--- config.mk ---
export PLATFORM = sky130hd
export DESIGN_NAME = duty_cycle_pwm
export DESIGN_NICKNAME = d
export VERILOG_FILES = /design/src/rtl/duty_cycle_pwm.sv
export SDC_FILE = /design/constraint.sdc
export NUM_CORES = 1
export LEC_CHECK = 0
export CORE_MARGIN = 2
export CORE_UTILIZATION = 40
export DETAILED_ROUTE_END_ITERATION = 8
export GPL_ROUTABILITY_DRIVEN = 0
export GPL_TIMING_DRIVEN = 0
export HOLD_SLACK_MARGIN = 0.05
export MAX_ROUTING_LAYER = met4
export PLACE_DENSITY = 0.67
export SKIP_LAST_GASP = 1
export SLEW_MARGIN = 20
export SYNTH_ARGS = -nofsm -noshare
export SYNTH_HDL_FRONTEND = slang
export SYNTH_SLANG_ARGS = --single-unit
--- constraint.sdc ---
create_clock -name clk -period 1.9 [get_ports clk]
set_input_delay 0.19 -clock clk [delete_from_list [all_inputs] [get_ports clk]]
set_output_delay 0.19 -clock clk [all_outputs]
set_load 0.005 [all_outputs]
--- src/rtl/duty_cycle_pwm.sv ---
// duty_cycle_pwm: 16-phase PWM generator with a prescaled phase clock and a
// double-buffered duty value.
//
// Optional feature macro: PWM_COMPLEMENT_EN adds the complementary output
// pwm_n with dead-time insertion. Without it, pwm_out is the raw waveform.
//
// Parameters:
//   PRESCALE - clk cycles per phase step (1..65535)
//   DEADTIME - dead-time length in clk cycles (1..15), complement build only
// Ports:
//   clk          - clock, rising edge
//   reset        - asynchronous, active-high reset
//   enable       - level request to run the generator
//   duty_sel     - requested duty in sixteenths of a period (0..15)
//   pwm_out      - registered PWM waveform
//   period_start - one-cycle pulse on phase 0 of every period
//   duty_active  - duty value applied to the current period
//   pwm_n        - complementary output (PWM_COMPLEMENT_EN only)
//   busy         - high whenever the generator is not idle
module duty_cycle_pwm #(
  parameter int unsigned PRESCALE = 1,
  parameter int unsigned DEADTIME = 2
) (
  input  logic       clk,
  input  logic       reset,
  input  logic       enable,
  input  logic [3:0] duty_sel,
  output logic       pwm_out,
  output logic       period_start,
  output logic [3:0] duty_active,
`ifdef PWM_COMPLEMENT_EN
  output logic       pwm_n,
`endif
  output logic       busy
);

  typedef enum logic [1:0] {StIdle, StRun, StStop} state_e;

  localparam int unsigned PresWidth = (PRESCALE > 1) ? $clog2(PRESCALE) : 1;
  localparam logic [PresWidth-1:0] PresMax = PresWidth'(PRESCALE - 1);

  state_e               state_q, state_d;
  logic [PresWidth-1:0] presc_q, presc_d;
  logic [3:0]           phase_q, phase_d;
  logic [3:0]           duty_q, duty_d;
  logic                 start_q, start_d;
  logic                 out_q, out_d;
  logic                 raw_d;
  logic                 tick;
  logic                 wrap;

  assign tick = (state_q != StIdle) && (presc_q == PresMax);
  assign wrap = tick && (phase_q == 4'd15);

  always_comb begin
    state_d = state_q;
    presc_d = presc_q;
    phase_d = phase_q;
    duty_d  = duty_q;
    start_d = 1'b0;

    // Counters free-run whenever the generator is active; STOP<->RUN never restarts them.
    if (state_q != StIdle) begin
      if (tick) begin
        presc_d = '0;
        phase_d = phase_q + 4'd1;
      end else begin
        presc_d = presc_q + PresWidth'(1);
      end
    end

    unique case (state_q)
      StIdle: begin
        if (enable) begin
          state_d = StRun;
          presc_d = '0;
          phase_d = '0;
          duty_d  = duty_sel;
          start_d = 1'b1;
        end
      end
      StRun: begin
        if (!enable) begin
          state_d = StStop;
        end
      end
      StStop: begin
        if (enable) begin
          state_d = StRun;
        end else if (wrap) begin
          state_d = StIdle;
        end
      end
      default: state_d = StIdle;
    endcase

    // Period boundary: duty_sel is only sampled here, so mid-period changes cannot glitch.
    if (wrap && (state_d != StIdle)) begin
      duty_d  = duty_sel;
      start_d = 1'b1;
    end

    // Built from next-state values so the registered output lines up with the phase.
    raw_d = (state_d != StIdle) && (phase_d < duty_d);
  end

`ifdef PWM_COMPLEMENT_EN
  localparam logic [4:0] CntSat = 5'(DEADTIME + 1);
  localparam logic [4:0] DeadLen = 5'(DEADTIME);

  logic [4:0] hi_cnt_q, hi_cnt_d;
  logic [4:0] lo_cnt_q, lo_cnt_d;
  logic       pwm_n_q, pwm_n_d;

  // Run-length counters of the raw waveform, saturating just past the dead time.
  always_comb begin
    hi_cnt_d = '0;
    lo_cnt_d = '0;
    if (raw_d) begin
      hi_cnt_d = (hi_cnt_q == CntSat) ? CntSat : hi_cnt_q + 5'd1;
    end else begin
      lo_cnt_d = (lo_cnt_q == CntSat) ? CntSat : lo_cnt_q + 5'd1;
    end
    // Only one counter is nonzero at a time, so the outputs can never overlap.
    out_d   = hi_cnt_d > DeadLen;
    pwm_n_d = (lo_cnt_d > DeadLen) && (state_d != StIdle);
  end

  always_ff @(posedge clk or posedge reset) begin
    if (reset) begin
      hi_cnt_q <= '0;
      lo_cnt_q <= '0;
      pwm_n_q  <= 1'b0;
    end else begin
      hi_cnt_q <= hi_cnt_d;
      lo_cnt_q <= lo_cnt_d;
      pwm_n_q  <= pwm_n_d;
    end
  end

  assign pwm_n = pwm_n_q;
`else
  always_comb begin
    out_d = raw_d;
  end
`endif

  always_ff @(posedge clk or posedge reset) begin
    if (reset) begin
      state_q <= StIdle;
      presc_q <= '0;
      phase_q <= '0;
      duty_q  <= '0;
      start_q <= 1'b0;
      out_q   <= 1'b0;
    end else begin
      state_q <= state_d;
      presc_q <= presc_d;
      phase_q <= phase_d;
      duty_q  <= duty_d;
      start_q <= start_d;
      out_q   <= out_d;
    end
  end

  assign pwm_out      = out_q;
  assign period_start = start_q;
  assign duty_active  = duty_q;
  assign busy         = (state_q != StIdle);

endmodule

== Word-level counts from Yosys, hierarchy flattened ==
Index checks and enable logic that the tools add are counted.

* Add/subtract/negate cells: 2
* $lt $le $gt $ge: 1
* Equal/unequal tests: 3
* Multiplexer cells: 19
* Bitwise logic cells: 1
* Reductions and logical operators: 7

{| class="wikitable"
|+ Operators by type and width
! kind !! count
|-
| two-way mux 4 bit || 7
|-
| two-way mux 2 bit || 4
|-
| two-way mux 1 bit || 7
|-
| one-hot mux 2 bit (3 select lines) || 1
|-
| adder 4 x 1 -> 4 bit (second input constant) || 1
|-
| equality test 4 bit (second input constant) || 1
|-
| logical AND 1 bit || 4
|-
| less-than comparator 4 bit || 1
|-
| nonzero test 2 bit || 2
|-
| equality test 2 x 1 -> 1 bit (second input constant) || 1
|-
| equality test 2 bit (second input constant) || 1
|-
| logical NOT 2 bit || 1
|-
| adder 1 bit (second input constant) || 1
|-
| inverter 1 bit || 1
|}

* Flip-flop bits (word level): 13
* Bits of input ports: 7
* Output and inout port bits: 7
* Logic and storage cells: 39

== Logic depth before layout (Yosys ltp) ==
* Depth after elaboration: 11
* Gate-level depth with buffers: 11

== Worst setup path before layout ==
Ideal clock, no wire load.

* Path type: register to register
* From: reg phase_q[0]
* To: reg out_q (netlist: pwm_out)
* Arrival time: 2.038 ns
* Data required time: 1.835 ns
* Setup slack: -0.203 ns
* Cell stages (with the launch flop): 11
* Period minus slack after synthesis: 2.103 ns
* Cell sequence: dfrtp_1 -> ha_1 -> nand4b_4 -> o21ai_2 -> nand2_4 -> mux2i_1 -> ha_1 -> a221o_1 -> nor2_1 -> o21a_1 -> a31o_1

* Word-level cells in the longest chain between the ends: 10
* Elaborated cells on any way between the ends: 15
* Those cells by class: add/sub: 1; order compare: 1; eq/ne: 1; mux: 8; reduce/logical: 4

{| class="wikitable"
|+ Ends and longest elaborated chain
! item !! line !! text
|-
| start: declaration || 44 || <nowiki>logic [3:0] phase_q, phase_d;</nowiki>
|-
| start signal: assignment || 159 || <nowiki>phase_q <= phase_d;</nowiki>
|-
| equality test 4 bit || 53 || <nowiki>assign wrap = tick && (phase_q == 4'd15);</nowiki>
|-
| logical AND 1 bit || 53 ||
|-
| two-way mux 2 bit || 90 || <nowiki>end else if (wrap) begin</nowiki>
|-
| two-way mux 2 bit || 88 || <nowiki>if (enable) begin</nowiki>
|-
| one-hot mux 2 bit (3 select lines) || 72 || <nowiki>unique case (state_q)</nowiki>
|-
| nonzero test 2 bit || 98, 104 ||
|-
| logical AND 1 bit || 98 || <nowiki>if (wrap && (state_d != StIdle)) begin</nowiki>
|-
| two-way mux 4 bit || 98 ||
|-
| less-than comparator 4 bit || 104 || <nowiki>raw_d = (state_d != StIdle) && (phase_d < duty_d);</nowiki>
|-
| logical AND 1 bit (*) || 104 ||
|-
| named net out_d || 47 || <nowiki>logic out_q, out_d;</nowiki>
|-
| end signal: assignment || 162 || <nowiki>out_q <= out_d;</nowiki>
|-
| end: declaration || 47 ||
|}

Mark *: on every way through the listed nets, which the timed path passes. The rest lies on a longest branch.

== Final worst setup path ==
* From: reg phase_q[1]
* To: reg out_q (netlist: pwm_out)

* Elaborated cells on any way between the ends: 15
* Those cells by class: add/sub: 1; order compare: 1; eq/ne: 1; mux: 8; reduce/logical: 4

{| class="wikitable"
|+ RTL lines
! item !! line !! text
|-
| adder 4 x 1 -> 4 bit (*) || 66 || <nowiki>phase_d = phase_q + 4'd1;</nowiki>
|-
| two-way mux 4 bit (*) || 64 || <nowiki>if (tick) begin</nowiki>
|-
| two-way mux 4 bit (*) || 63 || <nowiki>if (state_q != StIdle) begin</nowiki>
|-
| two-way mux 4 bit || 74 || <nowiki>if (enable) begin</nowiki>
|-
| two-way mux 4 bit (*) || 72 ||
|-
| named net phase_d[3] || 44 ||
|-
| less-than comparator 4 bit (*) || 104 ||
|-
| logical AND 1 bit (*) || 104 ||
|-
| named net out_d || 47 ||
|}

Marks and branches as above.

==> summary.txt <==
Pwr
  • Cell area power density: 1010 nW/µm²
  • Internal power: 697 µW
  • Part of the total power dissipated in the clock network: 16.7%
  • Static leakage: 0.498 nW
  • Combinational share of power: 44.1%
  • Flop pwr share: 39.3%
  • Power dissipated by switching net loads: 335 µW
  • Worst IR drop on VDD: 0.569 mV
  • Switching share of total power: 32.5%

Die
  • Core region area: 1670 µm²
  • Placement row count: 15
  • Count of pins on the block boundary: 14
  • Die Height: 45.6 µm
  • Die outline area: 2080 µm²
  • Horizontal die dimension: 45.6 µm
  • Effective utilization at floorplan: 41.3%

Timing
  • Max-slew headroom at the worst pin: 66.9%
  • Fin Clk Skew: 0.0110 ns
  • Min setup slack post-route: -0.280 ns
  • Final worst-path cycle share: 115%
  • Unrepaired setup endpoints after global routing: true
  • Setup-failing EPs final: 1
  • Worst Max-Slew Pin Slew: 0.496 ns
  • Final Critical Period: 2.18 ns
  • Sum of negative setup slack: -0.280 ns
  • Hold violation count in the final report: 0
  • Fmax: 459 MHz
  • Fin. max-slew vios: 0

Setup path
  • Endpoint kind of the worst setup timing path: flip-flop
  • Ordered cell list for the critical path: buf_4 -> buf_4 -> nand4_1 -> o31ai_2 -> ha_4 -> a221o_1 -> nor2_2 -> o21a_1 -> a31o_1
  • Sum of buffers and inverters on the critical path: 2
  • Beginning of the critical path: phase_q[1]
  • Crit path depth: 9
  • Cell count of the worst reg-to-reg path: 9
  • Cell occurring most often along the worst timing path: sky130_fd_sc_hd__buf_4
  • Endpoint arrival time on the critical path: 2.40 ns
  • Peak fanout along the critical path: 2
  • Setup slack on the worst flop-to-flop path: -0.28 ns
  • CP startpoint kind: flip-flop
  • Crit path capture: pwm_out
  • Worst endpoint required time: 2.12 ns
  • Critical register-to-register path endpoint: pwm_out
  • CP peak stage delay: 0.40 ns
  • Top delay family on crit path: compound AO/OA/AOI/OAI gates
  • Classification of the worst setup path: reg -> reg
  • Startpoint of the most critical register-to-register path: phase_q[1]
  • Cell type of the slowest stage on the worst timing path: sky130_fd_sc_hd__dfrtp_1

Synth
  • Count of unique library cells instantiated by Yosys: 30
  • Sequential cell area fraction in the yosys report: 47.1%
  • Synth Area in Compound Gates: 13.0%
  • Post-synthesis cell type with the largest combined area: sky130_fd_sc_hd__dfrtp_1
  • Post-synthesis adder-cell area fraction: 7.25%
  • Mux cell area share after synthesis: 11.4%
  • Synthesized-area fraction occupied by and/or/nand/nor cells: 14.9%
  • Cell count after synthesis: 61
  • Most used standard cells in the synthesized netlist: 13 x sky130_fd_sc_hd__dfrtp_1, 7 x sky130_fd_sc_hd__inv_1, 4 x sky130_fd_sc_hd__ha_1, 4 x sky130_fd_sc_hd__nor2_1
  • Synth warnings: 0
  • Main area contributors after synthesis: sky130_fd_sc_hd__dfrtp_1 47%, sky130_fd_sc_hd__ha_1 7.2%, sky130_fd_sc_hd__mux2i_1 4.3%
  • Share of synthesized registers carrying an async set or reset: 100%
  • Post-synth EDFFs: 0
  • Mapped Avg Cell Area: 11.3 µm²
  • Most frequently used cell type in the post-synthesis netlist: sky130_fd_sc_hd__dfrtp_1
  • Synth Cell Area: 691 µm²
  • Most frequently used flop master after synthesis: sky130_fd_sc_hd__dfrtp_1
  • Share of the synthesized netlist area taken by xor and xnor gates: 1.27%
  • Register bit total from synthesis: 13
  • Synth top area share: 47.1%
  • Syn nets: 72
  • Main combinational cell family by area after synthesis: simple AND/OR/NAND/NOR gates

Cells and area
  • Proportion of layout cells with a drive suffix above 1: 36.8%
  • Fin util: 61.0%
  • Area of all placed cells without fillers: 1020 µm²
  • Count of non-filler cells in the finished layout: 104
  • Area growth, synth to finish: 47.6%
  • Antenna Cells: 0
  • Final layout net count: 99

Placement
  • # placed instances: 91
  • Post-detail-place hpwl: 924 µm
  • Count of input and output buffers: 13
  • Placed cell area: 845 µm²
  • Setup Slack @ Placement: -0.529 ns

Clock network
  • Clock input transition at the sequential cells of the worst setup and hold paths: 0.09 ns
  • Cts hold-fix bufs: 0
  • Number of sinks on the clock net: 13
  • Later-pin clock latency in the skew report: 0.28 ns
  • Maximum buffer depth of the clock tree: 2
  • Clock root buffer: sky130_fd_sc_hd__clkbuf_4
  • CTS buffer count: 3
  • Max H-tree Level: 1
  • TritonCTS clock tree: built

Drt
  • Drt wl/cell: 14.2 µm
  • Post-route DRC: 0
  • Initial DRC Count: 4
  • Iteration count of the initial detailed-routing pass: 4
  • Count of vias placed by the detailed router: 531
  • Routed wire length: 1480 µm
  • Remaining number of nets flagged by the antenna check after routing: 0
  • Post-DR vias/cell: 5.11

Global routing
  • Maximum number of pins on one net before global-route repair: 14
  • GRT overflow: 0
  • Number of global-route vias before repair: 531
  • Wire length of the first global-routing pass: 2230 µm
  • Total routing usage reported by global routing: 15.7%
  • Initial antenna violation count: 0

Outcome
  • Outcome: finished, violations left
  • Violations in the final reports: negative setup slack

Run
  • Max-capacitance violation count: 0

Hold path
  • Class of the most critical hold timing path: in -> async
==> worst min path at each step <==
stage                         from              to  slack (ns)  depth (start not counted)
floorplan                    reset  duty_active[0]        0.07                          1
global placement    duty_active[0]  duty_active[0]        0.51                          1
detailed placement  duty_active[2]  duty_active[2]        0.52                          2
CTS                          reset  duty_active[0]        0.24                          2
global route                 reset  duty_active[0]        0.28                          2
finish                       reset  duty_active[0]        0.23                          2
==> state kept, by name (all words and copies together) (netlist names) <==
register,count
pwm_out,1
duty_active,4
state_q,2
phase_q,4
presc_q,1
period_start,1
==> per-layer routing <==
metal	routed length (µm)	GRT usage, %
met1	623	18.7
met2	802	25.1
met3	31	2.38
met4	23	8.82
met5	0	-
==> power groups by stage <==
stage / registers (mW) / clock network [mW] / logic, mW
final: 0.405 / 0.172 / 0.455
after global routing: 0.409 / 0.192 / 0.493
after CTS: 0.396 / 0.176 / 0.382
after detailed placement: 0.398 / 0 / 0.323
after global placement: 0.395 / 0 / 0.320
after floorplan: 0.394 / 0 / 0.204
==> placed cells by master, fill, tap and decap left out, types with 2 or more instances in the layout <==
| master | netlist | final |
|---|---|---|
| sky130_fd_sc_hd__inv_1 | 7 | 7 |
| sky130_fd_sc_hd__mux2i_4 | 1 | 2 |
| sky130_fd_sc_hd__clkdlybuf4s50_1 | 0 | 13 |
| sky130_fd_sc_hd__nor3_1 | 3 | 2 |
| sky130_fd_sc_hd__dfrtp_1 | 13 | 12 |
| sky130_fd_sc_hd__buf_6 | 0 | 2 |
| sky130_fd_sc_hd__buf_4 | 0 | 8 |
| sky130_fd_sc_hd__a21o_1 | 2 | 2 |
| sky130_fd_sc_hd__ha_4 | 0 | 2 |
| sky130_fd_sc_hd__nor2_1 | 4 | 3 |
| sky130_fd_sc_hd__clkbuf_4 | 0 | 3 |
| sky130_fd_sc_hd__nand2_1 | 2 | 2 |
==> area by class of cell <==
type / count / area (µm²)
Tap cell: 17 / 21.3
Buffer: 1 / 11.3
Multi-Input combinational cell: 39 / 403
Timing Repair Buffer: 22 / 201
Clock buffer: 4 / 26.3
Fill cell: 131 / 651
Inverter: 8 / 30.0
Sequential cell: 13 / 327
==> worst reg2reg max path, stage by stage, from the launching register on <==
cell and delay [ns]:
sky130_fd_sc_hd__dfrtp_1 0.40, sky130_fd_sc_hd__buf_4 0.13, sky130_fd_sc_hd__buf_4 0.10, sky130_fd_sc_hd__nand4_1 0.18, sky130_fd_sc_hd__o31ai_2 0.40, sky130_fd_sc_hd__ha_4 0.27, sky130_fd_sc_hd__a221o_1 0.31, sky130_fd_sc_hd__nor2_2 0.13
sky130_fd_sc_hd__o21a_1 0.12, sky130_fd_sc_hd__a31o_1 0.09
==> metrics by stage <==
stage / power (mW) / hold slack, ns
floorplan: 0.597 / 0.0670
global placement: 0.716 / 0.509
detailed placement: 0.722 / 0.516
CTS: 0.955 / 0.243
global route: 1.09 / 0.282
finish: 1.03 / 0.225
==> cell families (layout without fill, tap and decap cells) <==
logic type                 after synthesis  count (layout)
AOI/OAI and AO/OA                       12              12
xor gates and xnor gates                 1               1
adders and majority gates                4               4
buffers and inverters                    9              35
DFF                                     13              13
muxes                                    6               6
and+or+nand+nor                         16              16
==> timing repair <==
item                       CTS  global route
cloned                       0             0
setup buffers                4             5
gates resized for setup      4            13
setup endpoints to repair    1             1
pin swaps                    3             8
Power figures use the tool's default switching activity.
